==> src/rtl/shift_serial_pkg.sv <==
// Shared types and default parameters for the serial shift transmitter.
//   state_t   : FSM encoding (IDLE, LOW, HIGH)
//   DEF_WIDTH : default bits per word
//   DEF_HALF  : default clk cycles per strobe half-period
//   DEF_TRAIL : default flush pulses after the data bits
package shift_serial_pkg;

  typedef enum logic [1:0] {
    IDLE = 2'd0,
    LOW  = 2'd1,
    HIGH = 2'd2
  } state_t;

  localparam int unsigned DEF_WIDTH = 16;
  localparam int unsigned DEF_HALF  = 10;
  localparam int unsigned DEF_TRAIL = 3;

endpackage

==> src/rtl/shift_phase_timer.sv <==
// Strobe half-period timer. Counts clk cycles while run is high and flags
// the final cycle of each phase; it restarts from zero after every phase
// end, and it holds at zero while run is low.
//   clk  : system clock
//   rst  : synchronous active-high reset
//   run  : count enable (high whenever the serializer is not idle)
//   last : high in the final cycle of the current phase
module shift_phase_timer #(
  parameter int unsigned HALF = 10
) (
  input  logic clk,
  input  logic rst,
  input  logic run,
  output logic last
);

  localparam int unsigned CW = $clog2(HALF + 1);
  localparam logic [CW-1:0] HALF_M1 = CW'(HALF - 1);

  logic [CW-1:0] cnt;

  assign last = run && (cnt == HALF_M1);

  always_ff @(posedge clk) begin
    if (rst || !run || last) begin
      cnt <= '0;
    end else begin
      cnt <= cnt + CW'(1);
    end
  end

endmodule

==> src/rtl/shift_serializer.sv <==
// Transmitter for a two-wire serial shift interface (data + strobe, data
// sampled by the receiver on the strobe rising edge). A word accepted over
// valid/ready is sent MSB-first as WIDTH strobe pulses, followed by TRAIL
// flush pulses with data held low.
//   clk        : system clock
//   rst        : synchronous active-high reset
//   load_data  : word to transmit
//   load_valid : host offers load_data
//   load_ready : high only while idle
//   shift_out  : shift strobe (registered)
//   d_out      : serial data (registered)
//   busy       : transfer in progress (registered)
//   done       : one-cycle completion pulse (registered)
//
// state | meaning
// IDLE  | waiting for a word; load_ready high
// LOW   | strobe low; d_out holds the current bit (setup time)
// HIGH  | strobe high; d_out unchanged (hold time)
module shift_serializer
  import shift_serial_pkg::*;
#(
  parameter int unsigned WIDTH = DEF_WIDTH,
  parameter int unsigned HALF  = DEF_HALF,
  parameter int unsigned TRAIL = DEF_TRAIL
) (
  input  logic             clk,
  input  logic             rst,
  input  logic [WIDTH-1:0] load_data,
  input  logic             load_valid,
  output logic             load_ready,
  output logic             shift_out,
  output logic             d_out,
  output logic             busy,
  output logic             done
);

  localparam int unsigned BW = $clog2(WIDTH + TRAIL + 1);
  localparam logic [BW-1:0] LAST_BIT = BW'(WIDTH + TRAIL - 1);

  state_t           state;
  state_t           state_nxt;
  logic             phase_last;
  logic [BW-1:0]    bit_cnt;
  logic [WIDTH-1:0] shreg;
  logic [WIDTH-1:0] shreg_shl;

  assign load_ready = (state == IDLE);
  // Zeros shift in from the bottom, so the trailing flush bits fall out
  // of the register naturally once the data word is exhausted.
  assign shreg_shl  = shreg << 1;

  shift_phase_timer #(
    .HALF (HALF)
  ) u_timer (
    .clk  (clk),
    .rst  (rst),
    .run  (state != IDLE),
    .last (phase_last)
  );

  always_comb begin
    state_nxt = state;
    case (state)
      IDLE:    if (load_valid) state_nxt = LOW;
      LOW:     if (phase_last) state_nxt = HIGH;
      HIGH:    if (phase_last) state_nxt = (bit_cnt < LAST_BIT) ? LOW : IDLE;
      default: state_nxt = IDLE;
    endcase
  end

  always_ff @(posedge clk) begin
    if (rst) begin
      state     <= IDLE;
      shift_out <= 1'b0;
      d_out     <= 1'b0;
      busy      <= 1'b0;
      done      <= 1'b0;
      bit_cnt   <= '0;
      shreg     <= '0;
    end else begin
      state     <= state_nxt;
      shift_out <= (state_nxt == HIGH);
      busy      <= (state_nxt != IDLE);
      done      <= (state == HIGH) && (state_nxt == IDLE);

      if (state == IDLE && state_nxt == LOW) begin
        shreg   <= load_data;
        bit_cnt <= '0;
        d_out   <= load_data[WIDTH-1];
      end else if (state == HIGH && state_nxt == LOW) begin
        shreg   <= shreg_shl;
        bit_cnt <= bit_cnt + BW'(1);
        d_out   <= shreg_shl[WIDTH-1];
      end else if (state == HIGH && state_nxt == IDLE) begin
        d_out   <= 1'b0;
      end
    end
  end

endmodule

==> config.mk <==
export PLATFORM = sky130hd
export DESIGN_NAME = shift_serializer
export DESIGN_NICKNAME = d
export VERILOG_FILES = /design/src/rtl/shift_serial_pkg.sv /design/src/rtl/shift_phase_timer.sv /design/src/rtl/shift_serializer.sv
export SDC_FILE = /design/constraint.sdc
export NUM_CORES = 1
export LEC_CHECK = 0
export CAP_MARGIN = 30
export CORE_MARGIN = 1
export CORE_UTILIZATION = 47
export CTS_CLUSTER_DIAMETER = 30
export CTS_CLUSTER_SIZE = 24
export DETAILED_ROUTE_END_ITERATION = 10
export PLACE_DENSITY = 0.75
export SYNTH_ARGS = -nofsm -noshare
export SYNTH_HDL_FRONTEND = slang
export SYNTH_SLANG_ARGS = --single-unit
==> constraint.sdc <==
create_clock -name clk -period 1.4 [get_ports clk]
set_input_delay 0.35 -clock clk [delete_from_list [all_inputs] [get_ports clk]]
set_output_delay 0.35 -clock clk [all_outputs]
set_load 0.05 [all_outputs]
Yosys cells after proc, flatten, opt, wreduce, memory -nomap -nowiden
Index checks and enable logic that the tools add are counted.

operators by class
  reductions and logical operators = 14
  $add $sub $neg = 2
  equal/unequal tests = 5
  mux-type cells = 10
  order comparisons = 1

operators with widths
  kind                                                                   number
  15-bit 2-to-1 mux                                                      2
  2-bit 2-to-1 mux                                                       3
  2-bit case mux with 3 select lines                                     1
  2-bit nonzero test                                                     3
  5-bit by 1-bit adder with 5-bit output, second input constant          1
  5-bit < comparator, second input constant                              1
  4-bit by 1-bit adder with 4-bit output, second input constant          1
  2-bit by 1-bit equality test with 1-bit output, second input constant  2
  2-bit equality test, second input constant                             2
  4-bit equality test, second input constant                             1
  1-bit logical AND                                                      4
  2-bit logical NOT                                                      2
  1-bit 2-to-1 mux                                                       4
  3-bit nonzero test                                                     1
  1-bit logical OR                                                       2
  2-bit OR reduction                                                     1
  1-bit logical NOT                                                      1

storage, ports and cells
  word-level logic and storage cells = 40
  flip-flop bits (word level) = 30
  output and inout port bits = 5

Depth between registers and ports, before layout
  word-level depth = 9
  gate-level depth with buffers = 7

Modules after synthesis
A second synthesis with hierarchy kept.

second synthesis, totals
  cells, all modules = 144
  area, all modules = 1373.8 sq um

by module, submodules not included
  module             cells each  area each (sq um)  instances
  shift_serializer   126         1193.6             1
  shift_phase_timer  18          180.2              1

Worst setup path after synthesis
Ideal clock, no wire load.

  path type = flip-flop to flip-flop
  start point = reg state[1]
  end point = reg u_timer.cnt[2]
  arrival = 1337 ps
  stages on the path, launching flop included = 4
  path slack = -52 ps
  required time = 1284 ps
  buffers on the path = 0
  path through = dfxtp_1 -> nor2_1 -> or3_1 -> nor2_1

on the way
  cells in the longest elaborated chain, start to end = 4
  elaborated cells between the ends (all ways) = 5

ends and longest elaborated chain
  what                      line                     source
  start: declaration        shift_serializer.sv:40   state_t state;
  start signal: assignment  shift_serializer.sv:81   state <= state_nxt;
  2-bit nonzero test (*)    shift_serializer.sv:57   .run (state != IDLE),
  1-bit logical NOT         shift_phase_timer.sv:25  if (rst || !run || last) begin
  1-bit logical OR          shift_phase_timer.sv:25
  1-bit logical OR (*)      shift_phase_timer.sv:25
  end signal: assignment    shift_phase_timer.sv:28  cnt <= cnt + CW'(1);
  end: declaration          shift_phase_timer.sv:20  logic [CW-1:0] cnt;

Mark *: on every way between the ends. The rest lies on a longest branch, timed or not.
A chain may end at the register's enable or synchronous reset.

Final worst setup path
  start point = reg u_timer.cnt[1]
  end point = reg shreg[10]

on the way
  cells in the longest elaborated chain, start to end = 7
  elaborated cells between the ends (all ways) = 10

ends and longest elaborated chain
  what                                                     line                                            source
  4-bit equality test (*)                                  shift_phase_timer.sv:22                         assign last = run && (cnt == HALF_M1);
  1-bit logical AND (*)                                    shift_phase_timer.sv:22
  2-bit 2-to-1 mux, on equally long branches               shift_serializer.sv:66, shift_serializer.sv:65
  2-bit case mux with 3 select lines (*)                   shift_serializer.sv:63                          case (state)
  2-bit by 1-bit equality test with 1-bit output (*)       shift_serializer.sv:86, shift_serializer.sv:90
  1-bit logical AND, on equally long branches              shift_serializer.sv:86, shift_serializer.sv:90
  15-bit 2-to-1 mux or 2-bit nonzero test (tied branches)  --
  end signal: assignment                                   shift_serializer.sv:87                          shreg <= load_data;
  end signal: assignment                                   shift_serializer.sv:91                          shreg <= shreg_shl;
  end: declaration                                         shift_serializer.sv:44                          logic [WIDTH-1:0] shreg;

Marked as above.

==> run summary <==
The flow ran to the end, but the final reports show violations. The checks that failed: setup timing. The layout-stage area growth over the synthesis result is 61.4%.

Clock skew on the completed layout was measured at 3.84 ps. Across the VDD grid, the largest voltage drop is 0.598 mV. Leaving out fill and tap cells, the most frequent cells in the layout are dfxtp_1, buf_4, clkdlybuf4s50_1.

The startpoint identified for the worst register-to-register timing path is u_timer.cnt[1]. The delay of the slowest cell on the worst path is 340 ps. STA classifies the critical path startpoint as a register. The overall die area came out at 3250 um2. The number of antenna cells inserted is 0.

The clock transition at the register clock pins on the worst setup and hold paths after CTS came out at 100 ps. The slowest stage of the critical path is the dfxtp_2 cell. The endpoint of the most critical setup path is shreg[10]. The number of stages on the worst setup path is 7. The leakage power total came out at 0.811 nW. The global routing's busiest layer is met2. The first global-routing pass estimated 6990 um of wire. Measured against its own limit, the worst slew margin works out to 0.805. The cell sitting at the root of the clock tree is a clkbuf_4. The count of final hold-check violations came out at 0.

The number of hold-repair buffers added at the cts stage came out at 0. The startpoint identified for the worst hold timing path is shreg[14]. For this run, the share of the core covered by cells in the final layout is 0.818. The total design power is 1.91 mW. At the worst endpoint, the arrival time is 1790 ps. After detailed routing, the number of remaining DRC violations is 0. The transition time at the pin with the least slew margin came out at 288 ps.

The initial utilization of the core area, before any placement, comes to 0.507. The internal reg-to-reg setup slack is -160 ps. TritonCTS built the clock tree. Broken down by cell family, the worst path's largest delay share belongs to compound AO/OA/AOI/OAI gates. The H-tree was split into 2 levels. STA classifies the critical path endpoint as a register. Adding up every negative setup slack in the final design gives -1750 ps.

The global routing met2 resource utilization came out at 0.445. The worst hold path was traced through 2 stages. The met3 usage in global routing is 0.0794. 24 I/O pins were placed. The number of antenna violations at the first check in global routing was 0.

The cell count after synthesis came out at 160. The power per standard cell area is 832 nW/um2. The number of synthesis warnings came out at 0. The remaining antenna violation count came out at 0. The final routed wire length divided by cell count came out at 18.9 um. The count of different cell masters after synthesis is 34. Once detailed placement completed, the half-perimeter wirelength came to 2740 um. The clock net in this run drives a total of 30 sinks. Derived from the worst setup path, the maximum achievable clock frequency is 640 MHz. After layout, the minimum clock period comes to 1560 ps.

The number of placement rows is 19. The vertical die dimension came out at 57.0 um. The number of global-route vias before repair came to 1523. In the synthesized netlist the dominant register cell turns out to be dfxtp_1. Yosys mapped a number of flops with a built-in enable equal to 0. Setup repair after global routing could not meet its margin everywhere. The number of buffers and inverters on the critical path is 3. Walking the worst path, the cells encountered are inv_2 -> ha_4 -> nand3b_1 -> buf_4 -> buf_6 -> o311ai_1 -> a31oi_1. The length of the first detailed-routing pass in iterations is 6. The total track usage came out at 0.280. The post-detailed-route via-to-cell ratio is 6.61.

The ratio of final minimum period to clock period is 1.12. The synthesized design contains 30 register bits. The iteration-0 DRC count of the detailed router came out at 97. The total congestion overflow is 0. For this block, the routed nets add up to 4600 um of wire. The async set-reset flop share out of synthesis came out at 0.

The total standard cell area after synthesis came out at 1420 um2. The fraction of final layout cells sized beyond drive strength 1 is 0.357. The count of final max-slew check failures came to 0. The depth of the worst register-to-register path came out at 7. The final layout contains 234 nets. The maximum fanout count along the critical path is 7. The post-synthesis sequential area ratio is 0.422. The data required time at the worst endpoint is 1620 ps. The max-capacitance violation count is 0. The maximum number of buffers from clock root to sink came out at 2.

Setup violations remaining at the end of the flow were counted as 22. The met1 layer usage reported by global route came out at 0.354. The global placer's final weighted congestion is 0.921.

Tracing the worst setup path back leads to its startpoint at u_timer.cnt[1]. Counting every net in the synthesized netlist gives 182. The worst-case setup margin in the final layout came out at -163 ps. In this run the horizontal extent of the chip is 57.0 um.

Clock latency on the worst-skew pair, taken at its later pin, is 340 ps. The via total after detailed routing came out at 1612. In this run the worst hold path is classified as reg2reg. The largest net degree at the start of global routing came out at 13. The CTS buffer count is 5.

Dividing the synthesized area by the synthesized cell count gives 8.89 um2. The critical path is of the reg2reg type. The endpoint identified for the worst register-to-register timing path is shreg[10].

The floorplan step defined a core boundary enclosing 2810 um2. Port buffering added 23 buffers.
-- flip-flops by register name, indices dropped and copies added, names as in the netlist --
| register | count |
|---|---|
| shreg | 15 |
| bit_cnt | 5 |
| u_timer.cnt | 4 |
| state | 2 |
| busy | 1 |
| d_out | 1 |
| done | 1 |
| shift_out | 1 |
-- worst min path at each step --
| stage | end | slack [ps] |
|---|---|---|
| after global placement | shreg[0] | 470 |
| after floorplan | u_timer.cnt[0] | 430 |
| after detailed placement | shreg[10] | 480 |
| after global routing | shreg[2] | 530 |
| after CTS | shreg[11] | 500 |
| final | shreg[14] | 500 |
-- worst reg2reg max path, stage by stage, from the launching register on --
cell	delay, ps
dfxtp_2	340
inv_2	60
ha_4	120
nand3b_1	170
buf_4	200
buf_6	130
o311ai_1	320
a31oi_1	130
-- timing repair --
action | 4_1_cts | 5_1_grt
setup endpoints to repair | 27 | 25
endpoints found under the hold margin | 0 | 0
setup buffers | 5 | 2
gates cloned | 1 | 1
gates resized for setup | 39 | 19
pin swaps | 19 | 11
-- cells in the mapped netlist (all sizes together), types with 3 or more instances --
library cell	number	share of area
clkbuf	6	0.016
a21oi	7	0.025
o311ai	12	0.074
o31ai	5	0.036
a31oi	15	0.066
or3	3	0.013
nand3	4	0.014
mux2i	3	0.021
buf	9	0.033
nand4	15	0.066
nor2	7	0.018
nand2	17	0.045
ha	3	0.026
dfxtp	30	0.42
-- kinds of logic after synthesis --
group / after synthesis / synth area share
multiplexers: 3 / 0.0211
AO/OA/AOI/OAI: 46 / 0.239
flip-flops: 30 / 0.422
XOR/XNOR: 2 / 0.0123
adder cells (fa/ha/maj): 3 / 0.0264
buffers and inverters: 17 / 0.0545
AND/OR/NAND/NOR: 59 / 0.224
-- metal layers --
| metal | share of wire | wire length [um] |
|---|---|---|
| met1 | 0.40 | 1850 |
| met5 | 0 | 0 |
| met2 | 0.48 | 2230 |
| met3 | 0.088 | 403 |
| met4 | 0.027 | 125 |
-- through the flow --
stage	instances	setup WS (ps)	hold WS (ps)	cell area (um2)
4_1_cts	242	-115	496	2150
6_report	244	-163	504	2300
3_3_place_gp	229	-312	469	1910
2_1_floorplan	160	11.6	433	1430
3_5_place_dp	229	-357	482	1910
5_1_grt	244	-211	529	2300
-- final cells by class --
class	count	area, um2
clock buffer	8	78.8
fill	157	509
inverter	2	7.51
multi-input combinational	113	943
sequential	30	611
tap	31	38.8
timing repair buffer	60	617
-- report_power, final --
group          switching, mW  internal, mW
sequential            0.0338         0.890
clock                  0.310         0.343
combinational          0.147         0.188
total                  0.491          1.42
Power figures use the tool's default switching activity.
